`src/rtl/pipe_share_pkg.sv`:
```
// Shared types and helpers for the pipe_share_arbiter slice.
package pipe_share_pkg;

  typedef enum logic [1:0] {
    ST_IDLE = 2'd0,
    ST_ARB  = 2'd1,
    ST_LOCK = 2'd2
  } arb_state_e;

  // Minimum result of 1 so a 1-wide index is still legal.
  function automatic int unsigned clog2(input int unsigned v);
    int unsigned r;
    int unsigned p;
    r = 0;
    p = 1;
    while (p < v) begin
      p = p << 1;
      r++;
    end
    return (r == 0) ? 1 : r;
  endfunction

endpackage

```
`src/rtl/pipe_share_if.sv`:
```
// Requester/consumer bundle for pipe_share_arbiter; slave modport is the arbiter side.
interface pipe_share_if
  import pipe_share_pkg::*;
#(
  parameter int unsigned NUM_REQ = 4,
  parameter int unsigned DATA_W  = 1
) ();

  localparam int unsigned ID_W = clog2(NUM_REQ);

  logic [NUM_REQ-1:0]        req;
  logic [NUM_REQ*DATA_W-1:0] req_data;
  logic [NUM_REQ-1:0]        req_lock;
  logic                      hold;
  logic [NUM_REQ-1:0]        gnt;
  logic                      out_valid;
  logic [DATA_W-1:0]         out_data;
  logic [ID_W-1:0]           out_id;

  modport master (
    output req, req_data, req_lock, hold,
    input  gnt, out_valid, out_data, out_id
  );

  modport slave (
    input  req, req_data, req_lock, hold,
    output gnt, out_valid, out_data, out_id
  );

endinterface

```
`src/rtl/rr_priority_pick.sv`:
```
// Combinational rotate-priority picker: first active req after ptr, wrapping modulo NUM_REQ.
module rr_priority_pick #(
  parameter int unsigned NUM_REQ = 4,
  parameter int unsigned ID_W    = 2
) (
  input  logic [NUM_REQ-1:0] req,
  input  logic [ID_W-1:0]    ptr,
  output logic [NUM_REQ-1:0] gnt,
  output logic [ID_W-1:0]    idx
);

  int unsigned cand;
  logic        found;

  always_comb begin
    gnt   = '0;
    idx   = '0;
    found = 1'b0;
    cand  = 0;
    for (int unsigned off = 1; off <= NUM_REQ; off++) begin
      cand = 32'(ptr) + off;
      if (cand >= NUM_REQ) cand = cand - NUM_REQ;
      if (!found && req[cand]) begin
        found     = 1'b1;
        gnt[cand] = 1'b1;
        idx       = ID_W'(cand);
      end
    end
  end

endmodule

```
`src/rtl/pipe_share_arbiter.sv`:
```
// Round-robin share of a DEPTH-stage capture pipeline among NUM_REQ requesters.
// Optional burst locking is enabled by defining ARB_LOCK_EN.
module pipe_share_arbiter
  import pipe_share_pkg::*;
#(
  parameter int unsigned NUM_REQ   = 4,
  parameter int unsigned DATA_W    = 1,
  parameter int unsigned DEPTH     = 2,
  parameter int unsigned MAX_BURST = 4
) (
  input logic         clk,
  input logic         rst_n,
  pipe_share_if.slave bus
);

  localparam int unsigned ID_W = clog2(NUM_REQ);

  arb_state_e          state_q, state_d;
  logic [ID_W-1:0]     ptr_q, ptr_d;
  logic [NUM_REQ-1:0]  pick_gnt;
  logic [NUM_REQ-1:0]  gnt;
  logic [ID_W-1:0]     pick_idx;
  logic [ID_W-1:0]     win;
  logic                lock_keep;
  logic                xfer;
  logic [DATA_W-1:0]   win_data;

  logic [DEPTH-1:0]    vld_q, vld_d;
  logic [ID_W-1:0]     id_q  [DEPTH];
  logic [ID_W-1:0]     id_d  [DEPTH];
  logic [DATA_W-1:0]   dat_q [DEPTH];
  logic [DATA_W-1:0]   dat_d [DEPTH];

  rr_priority_pick #(
    .NUM_REQ (NUM_REQ),
    .ID_W    (ID_W)
  ) u_pick (
    .req (bus.req),
    .ptr (ptr_q),
    .gnt (pick_gnt),
    .idx (pick_idx)
  );

`ifdef ARB_LOCK_EN
  localparam int unsigned BCNT_W = clog2(MAX_BURST);

  logic [BCNT_W-1:0] bcnt_q, bcnt_d;

  // While locked, ptr_q holds the lock owner.
  assign lock_keep = (state_q == ST_LOCK) && bus.req[ptr_q] && bus.req_lock[ptr_q];
`else
  logic unused_lock;

  assign lock_keep   = 1'b0;
  assign unused_lock = ^bus.req_lock ^ (MAX_BURST == 0);
`endif

  always_comb begin
    win      = lock_keep ? ptr_q : pick_idx;
    gnt      = '0;
    if (!bus.hold) gnt = lock_keep ? (NUM_REQ'(1) << ptr_q) : pick_gnt;
    xfer     = |gnt;
    win_data = '0;
    for (int unsigned i = 0; i < NUM_REQ; i++) begin
      if (gnt[i]) win_data = bus.req_data[i*DATA_W +: DATA_W];
    end
  end

  assign bus.gnt = gnt;

  always_comb begin
    state_d = state_q;
    ptr_d   = ptr_q;
`ifdef ARB_LOCK_EN
    bcnt_d  = bcnt_q;
`endif
    if (!bus.hold) begin
      if (xfer) begin
        ptr_d   = win;
        state_d = ST_ARB;
`ifdef ARB_LOCK_EN
        bcnt_d  = '0;
        // bcnt counts grants already made in the burst; the MAX_BURST-th one releases.
        if (lock_keep) begin
          if (bcnt_q != BCNT_W'(MAX_BURST - 1)) begin
            state_d = ST_LOCK;
            bcnt_d  = bcnt_q + 1'b1;
          end
        end else if (bus.req_lock[win] && (MAX_BURST > 1)) begin
          state_d = ST_LOCK;
          bcnt_d  = BCNT_W'(1);
        end
`endif
      end else begin
        state_d = ST_IDLE;
`ifdef ARB_LOCK_EN
        bcnt_d  = '0;
`endif
      end
    end
  end

  always_comb begin
    vld_d = vld_q;
    id_d  = id_q;
    dat_d = dat_q;
    if (!bus.hold) begin
      vld_d[0] = xfer;
      id_d[0]  = xfer ? win : '0;
      dat_d[0] = win_data;
      for (int unsigned s = 1; s < DEPTH; s++) begin
        vld_d[s] = vld_q[s-1];
        id_d[s]  = id_q[s-1];
        dat_d[s] = dat_q[s-1];
      end
    end
  end

  always_ff @(posedge clk or negedge rst_n) begin
    if (!rst_n) begin
      state_q <= ST_IDLE;
      ptr_q   <= ID_W'(NUM_REQ - 1);
      vld_q   <= '0;
      for (int unsigned s = 0; s < DEPTH; s++) begin
        id_q[s]  <= '0;
        dat_q[s] <= '0;
      end
`ifdef ARB_LOCK_EN
      bcnt_q  <= '0;
`endif
    end else begin
      state_q <= state_d;
      ptr_q   <= ptr_d;
      vld_q   <= vld_d;
      id_q    <= id_d;
      dat_q   <= dat_d;
`ifdef ARB_LOCK_EN
      bcnt_q  <= bcnt_d;
`endif
    end
  end

  assign bus.out_valid = vld_q[DEPTH-1];
  assign bus.out_id    = id_q[DEPTH-1];
  assign bus.out_data  = dat_q[DEPTH-1];

endmodule
```
`src/flat_wrapper.sv`:
```
// flat-port wrapper written by rule: the top's interface ports become plain ports
module pipe_share_arbiter_flat import pipe_share_pkg::*;
#(
  parameter int unsigned NUM_REQ   = 4,
  parameter int unsigned DATA_W    = 1,
  parameter int unsigned DEPTH     = 2,
  parameter int unsigned MAX_BURST = 4
)
  (clk, rst_n, bus_req, bus_req_data, bus_req_lock, bus_hold, bus_gnt, bus_out_valid, bus_out_data, bus_out_id);
  pipe_share_if #(.NUM_REQ(NUM_REQ), .DATA_W(DATA_W)) bus_i ();
  input logic clk;
  input logic rst_n;
  input wire logic [$bits(bus_i.req)-1:0] bus_req;
  input wire logic [$bits(bus_i.req_data)-1:0] bus_req_data;
  input wire logic [$bits(bus_i.req_lock)-1:0] bus_req_lock;
  input wire logic [$bits(bus_i.hold)-1:0] bus_hold;
  output wire logic [$bits(bus_i.gnt)-1:0] bus_gnt;
  output wire logic [$bits(bus_i.out_valid)-1:0] bus_out_valid;
  output wire logic [$bits(bus_i.out_data)-1:0] bus_out_data;
  output wire logic [$bits(bus_i.out_id)-1:0] bus_out_id;
  assign bus_i.req = bus_req;
  assign bus_i.req_data = bus_req_data;
  assign bus_i.req_lock = bus_req_lock;
  assign bus_i.hold = bus_hold;
  assign bus_gnt = bus_i.gnt;
  assign bus_out_valid = bus_i.out_valid;
  assign bus_out_data = bus_i.out_data;
  assign bus_out_id = bus_i.out_id;
  pipe_share_arbiter #(.NUM_REQ(NUM_REQ), .DATA_W(DATA_W), .DEPTH(DEPTH), .MAX_BURST(MAX_BURST)) u_core (.clk(clk), .rst_n(rst_n), .bus(bus_i));
endmodule
```
`config.mk`:
```
export PLATFORM = sky130hd
export DESIGN_NAME = pipe_share_arbiter_flat
export DESIGN_NICKNAME = d
export VERILOG_FILES = /design/src/rtl/pipe_share_pkg.sv /design/src/rtl/pipe_share_if.sv /design/src/rtl/rr_priority_pick.sv /design/src/rtl/pipe_share_arbiter.sv /design/src/flat_wrapper.sv
export SDC_FILE = /design/constraint.sdc
export NUM_CORES = 1
export LEC_CHECK = 0
export BUFFER_PORTS_ARGS = -buffer_cell sky130_fd_sc_hd__buf_4
export CORE_ASPECT_RATIO = 0.75
export CORE_UTILIZATION = 56
export CTS_BUF_LIST = sky130_fd_sc_hd__clkbuf_2
export DETAILED_ROUTE_END_ITERATION = 12
export GPL_TIMING_DRIVEN = 0
export PLACE_DENSITY = 0.84
export SYNTH_ARGS = -nofsm -noshare
export SYNTH_HDL_FRONTEND = slang
export SYNTH_SLANG_ARGS = --single-unit
```
`constraint.sdc`:
```
create_clock -name clk -period 3.35 [get_ports clk]
set_input_delay 0.1675 -clock clk [delete_from_list [all_inputs] [get_ports clk]]
set_output_delay 0.1675 -clock clk [all_outputs]
set_load 0.005 [all_outputs]
```
After elaboration in Yosys (flattened, before gate mapping). Cells that the tools add are included.

Register bits: 10. Input port bits: 15. Output and inout bits: 8.

Add/subtract/negate cells: 8. Order comparisons: 12. Mux-type cells: 37. Bitwise operators: 4. Reductions and logical operators: 12.

Operators with widths (number): $ge A32 B1 Y1 const B (4); $lt A32 B3 Y1 const B (4); $mux W32 (4); $ge A32 B3 Y1 const B (1); $sub A32 B3 Y32 const B (1); $mux W4 (5); $mux W1 (15); $or A4 B4 Y4 (3); $mux W2 (5); $bmux W1 S2 (4); $demux W1 S2 (4); $sub A3 B3 Y4 const B (2); $logic_and A1 B1 Y1 (7); $add A2 B2 Y3 const B (2); $ge A3 B3 Y1 const B (2); $sub A4 B3 Y5 const B (1); $add A2 B3 Y4 const B (1); $ge A4 B3 Y1 const B (1); $reduce_or A4 Y1 (1); $add A2 B1 Y3 const B (1); $logic_not A1 Y1 (3); $reduce_and A2 Y1 (1); $not A1 Y1 (1).

Logic depth before layout (Yosys ltp). Gate-level depths: netlist of run 1.

Depth in word-level cells: 20. Mapped depth: 12.

By module. A second synthesis of run 1 with hierarchy kept.

Cells, all modules: 80. Area, all modules: 904.6 um2.

Modules (own cells, without submodules): pipe_share_arbiter (instances 1, cells an instance 37, area each 461.7 um2); rr_priority_pick (instances 1, cells an instance 43, area each 442.9 um2).

Worst setup path before layout of run 1. OpenSTA, ideal clock, no wires.

Path kind: flip-flop to flip-flop. Start point: reg u_core.ptr_q[0]. End point: reg u_core.vld_q[0]. Setup time: 0.125 ns. Arrival time: 2.704 ns. Slack: 0.522 ns. Stages on the path, launching flop included: 12. Period minus slack after synthesis: 2.828 ns. Path through: dfstp_2 -> buf_6 -> buf_2 -> inv_1 -> ha_1 -> clkbuf_2 -> mux4_2 -> inv_1 -> mux2i_1 -> o21a_1 -> nand4_1 -> mux2_2.

Cells in the longest elaborated chain, start to end: 17.

RTL lines: start, declared (RTL line pipe_share_arbiter.sv:19) `logic [ID_W-1:0] ptr_q, ptr_d;`; start signal, assigned (RTL line pipe_share_arbiter.sv:122) `ptr_q <= ID_W'(NUM_REQ - 1);`; start signal, assigned (RTL line pipe_share_arbiter.sv:133) `ptr_q <= ptr_d;`; branches (longest 14 deep; another with $sub A32 B3 Y32); $mux W4 (*) (RTL line rr_priority_pick.sv:23) `if (!found && req[cand]) begin`; $mux W4 (*) (RTL line pipe_share_arbiter.sv:61) `if (!bus.hold) gnt = lock_keep ? (NUM_REQ'(1) << ptr_q) : pick_gnt;`; $reduce_or A4 Y1 (*) (RTL line pipe_share_arbiter.sv:62) `xfer = |gnt;`; end signal, assigned (RTL line pipe_share_arbiter.sv:134) `vld_q <= vld_d;`; end, declared (RTL line pipe_share_arbiter.sv:28) `logic [DEPTH-1:0] vld_q, vld_d;`.

Mark *: on every way between the ends. The select of a mux whose other input is x is not followed. A chain may end at the register's enable or synchronous reset.

Worst setup path in the final report of run 1.
Start point: reg u_core.ptr_q[0]. End point: out bus_gnt[1].

Cells in the longest elaborated chain, start to end: 16.

RTL lines: branches (longest 14 deep; another with $sub A32 B3 Y32); $mux W4 (*) (RTL line rr_priority_pick.sv:23); $mux W4 (*) (RTL line pipe_share_arbiter.sv:61); end, declared (RTL line flat_wrapper.sv:17) `output wire logic [$bits(bus_i.gnt)-1:0] bus_gnt;`.

Marks and branches as above.

==> reports/metrics.csv, run 1 <==
metric;value;unit
Hold Path End;u_core.ptr_q[1];
# diodes;0;
slew of the pin with the lowest slew margin;517.8;ps
Req. time, crit path;3180;ps
Synth Area in Simple Gates;13.50;%
Worst VDD drop;0.6884;mV
Die H;39.79;um
CTS tree;built;
Final Core Density;72.36;%
Die X;52.38;um
main combinational cell family by area after synthesis;multiplexers;
Iteration-0 DRC Markers;30;
Hold Crit Depth;3;
# H-tree levels;1;
# port buffers;16;
synthesized area;0.001066;mm2
Die Area;0.002084;mm2
clk slew on worst S/H paths;100;ps
ys async rst share;100.0;%
gr usage total;26.16;%
EDFF count, synth;0;
reg2reg end;u_core.vld_q[0];
Inst Count DP;154;
DRC violations left;0;
part of the cycle the worst path needs;95.31;%
CTS Buf Count;3;
relative slew slack;65.18;%
yosys warns;0;
vias post-DR;981;
Post-layout nets;162;
FF+latch count, synth;10;
sequential cell area fraction in the yosys report;23.71;%
Antenna Nets Post-Route;0;
Synth area leaders;dfrtp_1 19%, ha_1 9.4%, mux4_2 8.5%;
global-route wire length before repair;3857;um
GR Overflow Total;0;
clock root cell;clkbuf_2;
pwr dens;1104;mW/mm2
vias in the first global route;826;
Total Wirelength;2479;um
status;completed;
reg-to-reg slack, setup;220;ps
startpoint types;register;
Initial Utilization;60.68;%
routed vias/inst;6.131;
largest net degree at the start of global routing;11;
post-synthesis compound-gate area fraction;21.71;%
Design Area, Final;0.001271;mm2
CP max FO;10;
Hold WC Path Type;input port to register;
Setup Crit Path Kind;register to primary output;
fraction of layout cells with a size suffix above 1;36.23;%
TNS Setup;0;ps
crit path time final;3193;ps
Synth area leader;dfrtp_1;
initial antenna violation count;0;
PnR worst setup slack;157.0;ps
Wirelength per Cell;15.49;um
R2R cell count;12;
Mapped Nets;139;
num rows;13;
Mapped Cells;116;
clk sink count;10;
r2r startpoint;u_core.ptr_q[0];
Final Instance Count excl. Fillers;160;
max cap viols;0;
core area;0.001757;mm2
Final Hold Vio Count;0;
main flop type after synthesis;dfrtp_1;
Post-Synth Adder-Cell Area;9.390;%
FMAX;313.2;MHz
Post-Synth XOR/XNOR Area;0;%
clk_skew;12.31;ps
DRT Pass-1 Iters;4;
Final Setup Violations;0;
Worst EP arrival;3030;ps
synthesized area per cell;9.190;um2
CP Capture Type;primary output;
clk buf depth;2;
I/O pins;23;
Pleak;0.5780;nW
area grow syn2layout;19.25;%
hold wc startpoint;bus_hold;
DP Area;0.001214;mm2
Unique masters post-synth;38;
Slew Viols, Final;0;
dpl ws;191.6;ps
Yosys top cell area share;18.78;%
clock insertion delay at the later pin of the skew report;270;ps
GP Congestion;0.9184;
post-synthesis mux area share;22.30;%
cell families (layout without fill, tap and decap cells):
| family | Yosys count | count (layout) |
|---|---|---|
| adder cells (fa/ha/maj) | 8 | 8 |
| AO/OA/AOI/OAI | 30 | 30 |
| flip-flops | 10 | 10 |
| AND/OR/NAND/NOR | 31 | 31 |
| buffers and inverters | 19 | 41 |
| multiplexers | 18 | 18 |
per-stage QoR:
stage          power, mW  hold WS, ps
2_1_floorplan      1.000       -128.1
3_3_place_gp       1.205       -1.046
3_5_place_dp       1.249        2.354
4_1_cts            1.324        180.5
5_1_grt            1.522        190.6
6_report           1.404        188.6
per-layer routing:
metal / part of all wire (%) / GRT usage [%]
met5: 0 / 0
met4: 0 / 1.316
met3: 5.8 / 6.589
met2: 48 / 41.77
met1: 47 / 37.06
how the worst max path moves through the flow:
stage,startpoint,end,slack [ps],cells past startpoint
2_1_floorplan,u_core.ptr_q[0],u_core.vld_q[0],520,11
3_3_place_gp,u_core.ptr_q[0],u_core.vld_q[0],260,11
3_5_place_dp,u_core.ptr_q[0],u_core.vld_q[0],190,11
4_1_cts,u_core.ptr_q[0],bus_gnt[1],20,11
5_1_grt,u_core.ptr_q[0],bus_gnt[1],-40,11
6_report,u_core.ptr_q[0],bus_gnt[1],160,11
final cells by class:
type,count,area [um2]
Fill cell,135,485.5
Sequential cell,10,252.7
Clock inverter,1,3.754
Buffer,10,68.82
Timing Repair Buffer,18,137.6
Inverter,9,33.78
Clock buffer,3,15.01
Multi-Input combinational cell,87,732.0
Tap cell,22,27.53
layout by cell type, fill, tap and decap left out, types with 3 or more instances in the layout:
master	count
buf_4	19
nand2_1	11
nor2_1	9
inv_1	8
ha_1	8
dfrtp_1	8
mux2i_1	7
mux2_2	6
clkbuf_2	4
mux4_2	4
a21oi_1	4
buf_2	3
o22ai_1	3
nor3_1	3
o21ai_1	3
power by group:
part	switching, mW	leakage [nW]	total (mW)	internal, mW
Combinational	0.582	0.445	1.10	0.517
Clock	0.0470	0.0140	0.0729	0.0259
Sequential	0.0414	0.119	0.231	0.190
flip-flops by register name (all words and copies together) (netlist names):
signal / flops
u_core.vld_q: 2
u_core.bus.out_data: 1
u_core.dat_q: 1
u_core.id_q: 2
u_core.bus.out_id: 2
u_core.ptr_q: 2
worst max-delay path: stages (launching register included):
cell and delay, ps:
dfstp_2 600, buf_6 140, clkbuf_4 200, inv_1 120, ha_1 290, buf_2 200, mux4_2 410, inv_2 130
mux2i_2 280, o21a_1 190, nor2_1 50, buf_4 150
cell usage after synthesis, types with 3 or more instances:
cell      n
a21oi_1   4
buf_2     3
dfrtp_1   8
ha_1      8
inv_1     9
mux2_2    6
mux2i_1   8
mux4_2    4
nand2_1  11
nor2_1    9
nor3_1    3
o21ai_1   3
o22ai_1   3
what timing repair did:
action                                  in CTS  in global routing
resized for setup                            0                  6
hold endpoints to repair                    10                  0
buffers inserted                             0                  1
endpoints found under the setup margin       0                  9
hold buffers                                 1                  0
No activity file was read; power rests on OpenSTA's default activity.
==> run 2, diff against run 1 <==
- MAX_ROUTING_LAYER: default -> met4
==> run 2 against run 1 <==
Effect of this change:
- global-route usage rose by 1.8 points
- fmax rose by 1.2%
- clock power rose by 0.7%
- sequential power barely moved
- highest routed layer is now met4
- register-to-register slack improved by 40 ps
==> reports/metrics.csv, run 2 (synthesized netlist as in run 1, its figures left out) <==
metric;value;unit;change
Post-layout nets;163;;+0.62%
PnR worst setup slack;194.5;ps;+37.43 ps
vias in the first global route;829;;+0.36%
Multi-input gate area;740.7;um2;+1.2%
clock root cell;clkbuf_2;;
RSZ-0062 raised after global routing;false;;
Crit path max-delay family;buffers and inverters;;
register area;252.7;um2;unchanged
Final Setup Violations;0;;unchanged
routed vias/inst;6.106;;-0.42%
area grow syn2layout;21.24;%;
Final Core Density;73.58;%;+1.2 points
largest net degree at the start of global routing;11;;unchanged
Inst Count DP;154;;unchanged
slowest stage delay, CP;600;ps;about the same
Die X;52.38;um;unchanged
Final Hold Vio Count;0;;unchanged
FMAX;316.9;MHz;+1.2%
Wirelength per Cell;16.77;um;+8.2%
critical path launch point;u_core.ptr_q[0];;
Die H;39.79;um;unchanged
relative slew slack;69.05;%;+3.9 points
Hold WC Path Type;input port to register;;
Slew Viols, Final;0;;unchanged
num rows;13;;unchanged
commonest non-fill, non-tap cell in the layout;buf_4;;
max cap viols;0;;unchanged
DP HPWL;1915;um;
# H-tree levels;1;;unchanged
initial antenna violation count;0;;unchanged
CP max FO;10;;unchanged
# port buffers;16;;unchanged
DP Area;0.001214;mm2;unchanged
part of the cycle the worst path needs;94.20;%;-1.1 points
Total Wirelength;2700;um;+8.9%
fraction of layout cells with a size suffix above 1;36.69;%;+0.46 points
clock insertion delay at the later pin of the skew report;270;ps;about the same
# diodes;0;;unchanged
CP max-delay cell;dfstp_2;;
DRC violations left;0;;unchanged
DRT Pass-1 Iters;5;;+1
vias post-DR;983;;+0.20%
slew of the pin with the lowest slew margin;460.3;ps;-57.48 ps
status;completed;;
most used cell along the critical path;clkbuf_4;;
worst path bufs/invs;6;;unchanged
Final Instance Count excl. Fillers;161;;+0.63%
Pleak;0.5843;nW;+1.1%
clk buf depth;2;;unchanged
hold wc startpoint;bus_hold;;
global-route wire length before repair;3974;um;+3.0%
gr usage total;27.93;%;+1.8 points
commonest cells after routing, fill and taps aside;20 x buf_4, 11 x nand2_1, 9 x nor2_1;;
crit path time final;3156;ps;-37.43 ps
CTS tree;built;;
Worst EP arrival;2990;ps;-40 ps
crit path cell chain;buf_6 -> clkbuf_4 -> inv_1 -> ha_1 -> clkbuf_4 -> mux4_2 -> inv_4 -> mux2i_4 -> o21a_1 -> nor2_1 -> buf_4;;
TNS Setup;0;ps;unchanged
filler cell count;140;;+3.7%
Die Area;0.002084;mm2;unchanged
Worst VDD drop;0.7788;mV;+13%
dpl ws;179.1;ps;-12.51 ps
clk sink count;10;;unchanged
clk_skew;9.392;ps;-2.916 ps
Setup Crit Path Kind;register to primary output;;
core area;0.001757;mm2;unchanged
Req. time, crit path;3180;ps;about the same
I/O pins;23;;unchanged
GP Congestion;0.9588;;+4.4%
pwr dens;1126;mW/mm2;+1.9%
CTS Buf Count;3;;unchanged
r2r startpoint;u_core.ptr_q[0];;
Antenna Nets Post-Route;0;;unchanged
clk slew on worst S/H paths;100;ps;about the same
Initial Utilization;60.68;%;unchanged
Design Area, Final;0.001292;mm2;+1.7%
CP Capture Type;primary output;;
startpoint types;register;;
GR Overflow Total;0;;unchanged
Iteration-0 DRC Markers;36;;+20%
## run 2: changes by cell type in the layout (fill, tap and decap cells not counted)
| cell | before | now |
|---|---|---|
| buf_2 | 3 | 2 |
| buf_4 | 19 | 20 |
| clkbuf_4 | 1 | 2 |
| inv_2 | 1 | 0 |
| inv_4 | 0 | 1 |
| mux2i_2 | 1 | 0 |
| mux2i_4 | 0 | 1 |
## run 2: power breakdown
| part | switching, mW | total, mW | internal (mW) |
|---|---|---|---|
| combinational | 0.605 | 1.15 | 0.546 |
| clock | 0.0475 | 0.0734 | 0.0259 |
| sequential | 0.0410 | 0.231 | 0.190 |
## run 2: repair_timing
| action | in CTS | in global routing |
|---|---|---|
| pin swaps | 0 | 1 |
| endpoints found under the setup margin | 1 | 7 |
| gates resized for setup | 1 | 8 |
| buffers inserted | 0 | 2 |
| endpoints found under the hold margin | 10 | 0 |
| hold buffers | 1 | 0 |
## run 2: per-stage QoR
step | power, mW | hold WS (ps)
CTS | 1.337 | 165.1
floorplan | 1.000 | -128.1
global route | 1.571 | 169.9
global placement | 1.208 | -0.9442
finish | 1.455 | 181.1
detailed placement | 1.252 | 2.406
## run 2: final cells by class
class	instances	share of cell area [%]
plain buffers	10	5.518
clock buffers	3	1.162
clock inverters	1	0.2904
inverters	9	2.807
multi-input cells	87	57.31
flip-flops and latches	10	19.55
well taps	22	2.130
repair buffers	19	11.23
## run 2: per-layer routing
layer | vias up | share of wire, % | track usage [%]
met5 | - | 0 | -
met4 | 0 | 0.85 | 3.947
met3 | 4 | 7.1 | 4.651
met2 | 34 | 46 | 42.41
met1 | 480 | 46 | 39.81
li1 | 465 | - | -
## run 2: final timing paths
path | to | cells past startpoint | slack, ps
worst max-delay path | bus_gnt[1] | 11 | 190
worst min-delay path | u_core.ptr_q[1] | 3 | 180
worst max register to register | u_core.vld_q[0] | 12 | 260
worst min register to register | u_core.id_q[2] | 2 | 510
max in group asynchronous | u_core.ptr_q[0] | 2 | 2850
min in group asynchronous | u_core.bus.out_data | 2 | 260
## run 2: worst reg2reg max path: stages (launching register included)
cell and delay (ps):
dfstp_2 600, buf_6 140, clkbuf_4 200, inv_1 120, ha_1 290, clkbuf_4 180, mux4_2 410, inv_4 130
mux2i_4 260, o21a_1 190, buf_4 110, nand4_1 60, mux2_2 290
